### src/rtl/pc_unit_if.sv
// Fetch-side control bundle for pc_unit: redirect requests in, program counter out.
interface pc_unit_if #(
    parameter int unsigned WIDTH = 32
);
    logic             stall;
    logic             br_taken;
    logic [WIDTH-1:0] br_base;
    logic [WIDTH-1:0] br_offset;
    logic             jmp;
    logic [25:0]      jmp_index;
    logic             jr;
    logic [WIDTH-1:0] jr_target;
    logic [WIDTH-1:0] pc;
    logic [WIDTH-1:0] incrPC;
    logic             redirect_pending;
    logic             misalign;

    modport master (
        output stall, br_taken, br_base, br_offset, jmp, jmp_index, jr, jr_target,
        input  pc, incrPC, redirect_pending, misalign
    );

    modport slave (
        input  stall, br_taken, br_base, br_offset, jmp, jmp_index, jr, jr_target,
        output pc, incrPC, redirect_pending, misalign
    );
endinterface

### src/rtl/pc_unit.sv
// IF-stage program counter with jr/jmp/branch select and a one-entry stall redirect buffer.
// Define PC_ALIGN_CHECK_EN to trap misaligned targets to EXC_VECTOR instead of masking them.
module pc_unit #(
    parameter int unsigned       WIDTH        = 32,
    parameter int unsigned       INCR         = 4,
    parameter logic [WIDTH-1:0]  RESET_VECTOR = '0
`ifdef PC_ALIGN_CHECK_EN
   ,parameter logic [WIDTH-1:0]  EXC_VECTOR   = WIDTH'(32'h0000_0080)
`endif
) (
    input logic          clk,
    input logic          rst,
    pc_unit_if.slave     bus
);
    localparam logic [0:0] StRun  = 1'b0;
    localparam logic [0:0] StHeld = 1'b1;

    logic [0:0]       stateQ, stateD;
    logic [WIDTH-1:0] pcQ, pcD;
    logic [WIDTH-1:0] pendQ, pendD;
    logic [WIDTH-1:0] incrPC;
    logic [WIDTH-1:0] freshTgt;
    logic [WIDTH-1:0] loadTgt;
    logic             req;
    logic             misD;

    assign incrPC = pcQ + WIDTH'(INCR);
    assign req    = bus.jr | bus.jmp | bus.br_taken;

    always_comb begin
        if (bus.jr) begin
            freshTgt = bus.jr_target;
        end else if (bus.jmp) begin
            freshTgt = {bus.br_base[WIDTH-1:28], bus.jmp_index, 2'b00};
        end else begin
            freshTgt = bus.br_base + (bus.br_offset << 2);
        end
    end

    always_comb begin
        pcD     = pcQ;
        stateD  = stateQ;
        pendD   = pendQ;
        misD    = 1'b0;
        loadTgt = req ? freshTgt : pendQ;
        if (bus.stall) begin
            // Newest request wins the buffer; alignment is judged only when it is loaded.
            if (req) begin
                pendD  = freshTgt;
                stateD = StHeld;
            end
        end else begin
            stateD = StRun;
            if (req || (stateQ == StHeld)) begin
`ifdef PC_ALIGN_CHECK_EN
                if (loadTgt[1:0] != 2'b00) begin
                    pcD  = EXC_VECTOR;
                    misD = 1'b1;
                end else begin
                    pcD = loadTgt;
                end
`else
                pcD = loadTgt & ~WIDTH'(3);
`endif
            end else begin
                pcD = incrPC;
            end
        end
    end

    always_ff @(posedge clk) begin
        if (rst) begin
            pcQ    <= RESET_VECTOR;
            pendQ  <= '0;
            stateQ <= StRun;
        end else begin
            pcQ    <= pcD;
            pendQ  <= pendD;
            stateQ <= stateD;
        end
    end

`ifdef PC_ALIGN_CHECK_EN
    logic misQ;
    always_ff @(posedge clk) begin
        if (rst) misQ <= 1'b0;
        else     misQ <= misD;
    end
    assign bus.misalign = misQ;
`else
    logic unusedMis;
    assign unusedMis    = misD;
    assign bus.misalign = 1'b0;
`endif

    assign bus.pc               = pcQ;
    assign bus.incrPC           = incrPC;
    assign bus.redirect_pending = (stateQ == StHeld);
endmodule

### src/flat_wrapper.sv
// flat-port wrapper written by rule: the top's interface ports become plain ports
module pc_unit_flat 
#(
    parameter int unsigned       WIDTH        = 32,
    parameter int unsigned       INCR         = 4,
    parameter logic [WIDTH-1:0]  RESET_VECTOR = '0

)
  (clk, rst, bus_stall, bus_br_taken, bus_br_base, bus_br_offset, bus_jmp, bus_jmp_index, bus_jr, bus_jr_target, bus_pc, bus_incrPC, bus_redirect_pending, bus_misalign);
  pc_unit_if #(.WIDTH(WIDTH)) bus_i ();
  input logic clk;
  input logic rst;
  input wire logic [$bits(bus_i.stall)-1:0] bus_stall;
  input wire logic [$bits(bus_i.br_taken)-1:0] bus_br_taken;
  input wire logic [$bits(bus_i.br_base)-1:0] bus_br_base;
  input wire logic [$bits(bus_i.br_offset)-1:0] bus_br_offset;
  input wire logic [$bits(bus_i.jmp)-1:0] bus_jmp;
  input wire logic [$bits(bus_i.jmp_index)-1:0] bus_jmp_index;
  input wire logic [$bits(bus_i.jr)-1:0] bus_jr;
  input wire logic [$bits(bus_i.jr_target)-1:0] bus_jr_target;
  output wire logic [$bits(bus_i.pc)-1:0] bus_pc;
  output wire logic [$bits(bus_i.incrPC)-1:0] bus_incrPC;
  output wire logic [$bits(bus_i.redirect_pending)-1:0] bus_redirect_pending;
  output wire logic [$bits(bus_i.misalign)-1:0] bus_misalign;
  assign bus_i.stall = bus_stall;
  assign bus_i.br_taken = bus_br_taken;
  assign bus_i.br_base = bus_br_base;
  assign bus_i.br_offset = bus_br_offset;
  assign bus_i.jmp = bus_jmp;
  assign bus_i.jmp_index = bus_jmp_index;
  assign bus_i.jr = bus_jr;
  assign bus_i.jr_target = bus_jr_target;
  assign bus_pc = bus_i.pc;
  assign bus_incrPC = bus_i.incrPC;
  assign bus_redirect_pending = bus_i.redirect_pending;
  assign bus_misalign = bus_i.misalign;
  pc_unit #(.WIDTH(WIDTH), .INCR(INCR), .RESET_VECTOR(RESET_VECTOR)) u_core (.clk(clk), .rst(rst), .bus(bus_i));
endmodule
### config.mk
export PLATFORM = sky130hd
export DESIGN_NAME = pc_unit_flat
export DESIGN_NICKNAME = d
export VERILOG_FILES = /design/src/rtl/pc_unit_if.sv /design/src/rtl/pc_unit.sv /design/src/flat_wrapper.sv
export SDC_FILE = /design/constraint.sdc
export NUM_CORES = 1
export LEC_CHECK = 0
export CORE_UTILIZATION = 31
export DETAILED_ROUTE_END_ITERATION = 10
export PLACE_DENSITY = 0.58
export SYNTH_ARGS = -nofsm -noshare
export SYNTH_HDL_FRONTEND = slang
export SYNTH_SLANG_ARGS = --single-unit
### constraint.sdc
create_clock -name clk -period 3.7 [get_ports clk]
set_input_delay 0.74 -clock clk [delete_from_list [all_inputs] [get_ports clk]]
set_output_delay 0.74 -clock clk [all_outputs]
set_load 0.02 [all_outputs]
# Word level (Yosys, flattened, before mapping)
# Index checks and enable logic that the tools add are counted.
# W data, S select, Z words.
# word_totals
ff_bits	65
in_bits	128
# op_classes
addsub	2
muxes	4
bitwise_logic	3
reduce_logical	3
# op_table
operator	n
$mux W32	4
$add A32 B3 Y32 const B	1
$add A32 B32 Y32	1
$or A1 B1 Y1	2
$reduce_and A2 Y1	1
$reduce_or A2 Y1	1
$logic_or A1 B1 Y1	1
$not A1 Y1	1

# Depth between registers and ports, before layout
# depth
word_depth	5
ltp_mapped	10

# Least setup slack after synthesis
# Ideal clock, no wire load.
# synth_path
path_kind	input to register
from	input bus_br_offset[0]
to	register u_core.pcQ[26], in the netlist u_core.bus.pc[26]
setup_time_ns	0.091
t_arrival_ns	3.132
t_required_ns	3.609
path_slack_ns	0.477
cell_stages	10
cell_sequence	ha_1 fa_1 a21o_1 a221oi_4 o31ai_4 a2111oi_2 nor2_1 xnor2_1 a211o_1 a311oi_1
# synth_via
elab_chain_cells	5
# synth_lines
element	line	text
start, declared	flat_wrapper.sv:16	input wire logic [$bits(bus_i.br_offset)-1:0] bus_br_offset;
$add A32 B32 Y32	pc_unit.sv:36	freshTgt = bus.br_base + (bus.br_offset << 2);
$mux W32	pc_unit.sv:33	end else if (bus.jmp) begin
$mux W32	pc_unit.sv:31	if (bus.jr) begin
$mux W32	pc_unit.sv:45	loadTgt = req ? freshTgt : pendQ;
$mux W32	pc_unit.sv:54	if (req || (stateQ == StHeld)) begin
end signal, assigned	pc_unit.sv:77	pcQ <= pcD;
end, declared	pc_unit.sv:19	logic [WIDTH-1:0] pcQ, pcD;
# Every way passes these cells.
# A chain may end at the register's enable or synchronous reset.

# Worst setup path in the final report
# layout_path
from	register u_core.pcQ[11], in the netlist u_core.bus.pc[11]
to	output bus_incrPC[31]
# layout_via
elab_chain_cells	1
# layout_lines
element	line	text
$add A32 B3 Y32	pc_unit.sv:27	assign incrPC = pcQ + WIDTH'(INCR);
end, declared	flat_wrapper.sv:22	output wire logic [$bits(bus_i.incrPC)-1:0] bus_incrPC;
# Every way passes these cells.

==> impl_metrics.env <==
export IMPL_status="finished clean"
export IMPL_min_path_type="reg2reg"
export IMPL_wl_per_cell_um=17.2
export IMPL_overflow=0
export IMPL_drv_cap=0
export IMPL_async_flop_share_pct=0
export IMPL_rows=50
export IMPL_clock_skew_ns=0.00574
export IMPL_clock_path_buffers=2
export IMPL_numCtsBuffers=9
export IMPL_first_pass_iters=6
export IMPL_start_util_pct=31.7
export IMPL_power_mw=2.68
export IMPL_grt_setup_unrepaired="yes"
export IMPL_setup_viol=0
export IMPL_timing_rr_start="u_core.bus.pc[2]"
export IMPL_ys_seq_area_share_pct=20.6
export IMPL_postRouteAntennaNets=0
export IMPL_fmax_mhz=279
export IMPL_dieArea_um2=19700
export IMPL_synth_edff_count=0
export IMPL_insertedDiodeCount=0
export IMPL_min_period_over_period_pct=96.8
export IMPL_p_leak_nw=3.33
export IMPL_crit_path_max_fanout=5
export IMPL_track_usage_pct=21.0
export IMPL_syn_inst=787
export IMPL_fin_nets=1135
export IMPL_path_class="reg2out"
export IMPL_fill_cells=1913
export IMPL_slew_headroom_pct=41.0
export IMPL_grt_max_degree=77
export IMPL_fp_coreArea_um2=18700
export IMPL_insertion_delay_ns=0.33
export IMPL_die_w_um=140
export IMPL_fp_dieH_um=140
export IMPL_pwr_density_cell_nw_per_um2=316
export IMPL_peakVddDrop_v=0.000227
export IMPL_area_growth_pct=42.9
export IMPL_io_buffers=182
export IMPL_end_kind="primary output"
export IMPL_hp_start="u_core.pendQ[29]"
export IMPL_vias_per_cell=5.38
export IMPL_drtIter0Drc=443
export IMPL_place_gp_congestion=0.874
export IMPL_final_util_pct=45.3
export IMPL_placed_cells=1198
export IMPL_drc=0
export IMPL_wl_um=20900
export IMPL_critPathLaunchType="register"
export IMPL_antenna_found_initial=0
export IMPL_cp_required_ns=2.96
export IMPL_fin_crit_ns=3.58
export IMPL_avgSynthCellArea_um2=7.54
export IMPL_synth_seq_cells=61
export IMPL_grt_pass1_wl_um=32500
export IMPL_drive_above_1_share_pct=11.7
export IMPL_hold_violations=0
export IMPL_critPathLaunch="u_core.bus.pc[11]"
export IMPL_worstMarginPinSlew_ns=0.884
export IMPL_slew_viol_final=0
export IMPL_ctsRootBufferMaster="clkbuf_16"
export IMPL_yosysUniqueCellTypes=99
export IMPL_yosys_warnings=0
export IMPL_clk_pin_slew_ns=0.05
export IMPL_grt_pass1_vias=6099
export IMPL_multi_input_area_um2=4340
export IMPL_dpl_hpwl_um=16500
export IMPL_syn_cell_area_um2=5930
export IMPL_cts_tree="built"
export IMPL_arrival_ns=2.84
export IMPL_ctsHtreeMaxLevel=3
export IMPL_register_area_um2=1220
export IMPL_clock_sinks=61
export IMPL_synth_ff_type="dfxtp_1"
export IMPL_instances_no_fill=1214
export IMPL_ios=194
export IMPL_num_vias=6527
==> sequential cells by signal, indices dropped and copies added (netlist names) <==
register	cells
u_core.bus.pc	30
u_core.pendQ	30
u_core.bus.redirect_pending	1
==> kinds of logic (layout without fill, tap and decap cells) <==
kind of cell             Yosys count  after routing  share of synthesized area [%]
AO/OA/AOI/OAI                    284            284                           34.3
XOR/XNOR                          48             48                           7.09
adder cells (fa/ha/maj)           31             31                           6.66
buffers and inverters             86            275                           6.96
flip-flops                        61             61                           20.6
multiplexers                      12             12                           2.15
other                              1              5                         0.0632
AND/OR/NAND/NOR                  264            264                           22.2
==> metrics by stage <==
step | worst slack, ns | instance area [um^2] | TNS (ns) | hold WS (ns)
4_1_cts | 0.00462 | 8430 | 0 | 0.450
6_report | 0.119 | 8480 | 0 | 0.453
3_3_place_gp | -0.119 | 8120 | -0.125 | 0.436
5_1_grt | -0.0648 | 8480 | -0.0648 | 0.475
2_1_floorplan | 0.477 | 5950 | 0 | 0.428
3_5_place_dp | -0.162 | 8120 | -0.277 | 0.444
==> metal layers <==
layer  global-route usage (%)  share of wire, %
met1                     29.5                48
met5                        0                 0
met2                     32.9                44
met3                     3.49               6.0
met4                     5.67               1.5
==> critical path: stages, from the launching register on <==
cell and delay, ns:
dfxtp_1 0.45, nand3_1 0.21, nor4_2 0.38, nand4_2 0.23, nor2_2 0.19, and4_1 0.31, xnor2_1 0.14, clkdlybuf4s50_1 0.62
==> cell type report <==
type / instances / share of cell area (%)
Inverter: 28 / 1.24
Sequential cell: 61 / 14.4
Clock buffer: 10 / 2.82
Clock inverter: 5 / 0.885
Multi-Input combinational cell: 644 / 51.2
Timing Repair Buffer: 232 / 25.9
Tap cell: 234 / 3.45
==> cell usage in the layout (no fill, tap or decap), types with 10 or more instances in the layout <==
| master | n |
|---|---|
| clkdlybuf4s50_1 | 177 |
| nor2_1 | 83 |
| a21oi_1 | 76 |
| nand2_1 | 71 |
| dfxtp_1 | 59 |
| buf_4 | 49 |
| o21ai_0 | 43 |
| xnor2_1 | 34 |
| ha_1 | 30 |
| inv_1 | 26 |
| nand3_1 | 24 |
| a211oi_1 | 24 |
| a21o_1 | 18 |
| and3_1 | 16 |
| nor3_1 | 14 |
| xor2_1 | 14 |
| nand4_1 | 10 |
| a311oi_1 | 10 |
| a31oi_1 | 10 |
==> worst paths after layout <==
check	end	slack, ns	depth (start not counted)
worst max-delay path	bus_incrPC[31]	0.12	7
worst min-delay path	u_core.pendQ[29]	0.45	2
worst max register to register	u_core.bus.pc[30]	1.26	9
worst min register to register	u_core.pendQ[29]	0.45	2
==> power by group <==
part	internal [mW]	total, mW	switching [mW]	leakage, nW
logic	0.487	1.01	0.525	2.67
clock network	0.600	0.901	0.301	0.158
registers	0.710	0.766	0.0565	0.505
total	1.80	2.68	0.882	3.33
==> synth_stat cells, types with 8 or more instances <==
cell,n,area share [%]
inv_1,26,1.6
o21ai_0,43,3.6
a211oi_1,24,3.0
mux2i_1,9,1.5
clkbuf_1,32,2.0
nor2_1,84,5.3
o211ai_1,8,1.0
nand3_1,24,2.0
a211o_1,8,1.2
a221oi_1,8,1.2
a31oi_1,10,1.1
a21oi_1,76,6.4
nand4_1,10,1.1
ha_1,30,6.3
a21o_1,18,2.3
a311oi_1,10,1.5
buf_4,8,1.0
nand2_1,71,4.5
and3_1,16,1.7
nor3_1,15,1.3
xor2_1,14,2.1
xnor2_1,34,5.0
dfxtp_1,61,21
==> repair_timing <==
action	4_1_cts	5_1_grt
endpoints found under the setup margin	0	6
hold buffers	0	0
setup buffers	0	1
resized for setup	0	8
Note: power is estimated with default switching activity, not from simulation.
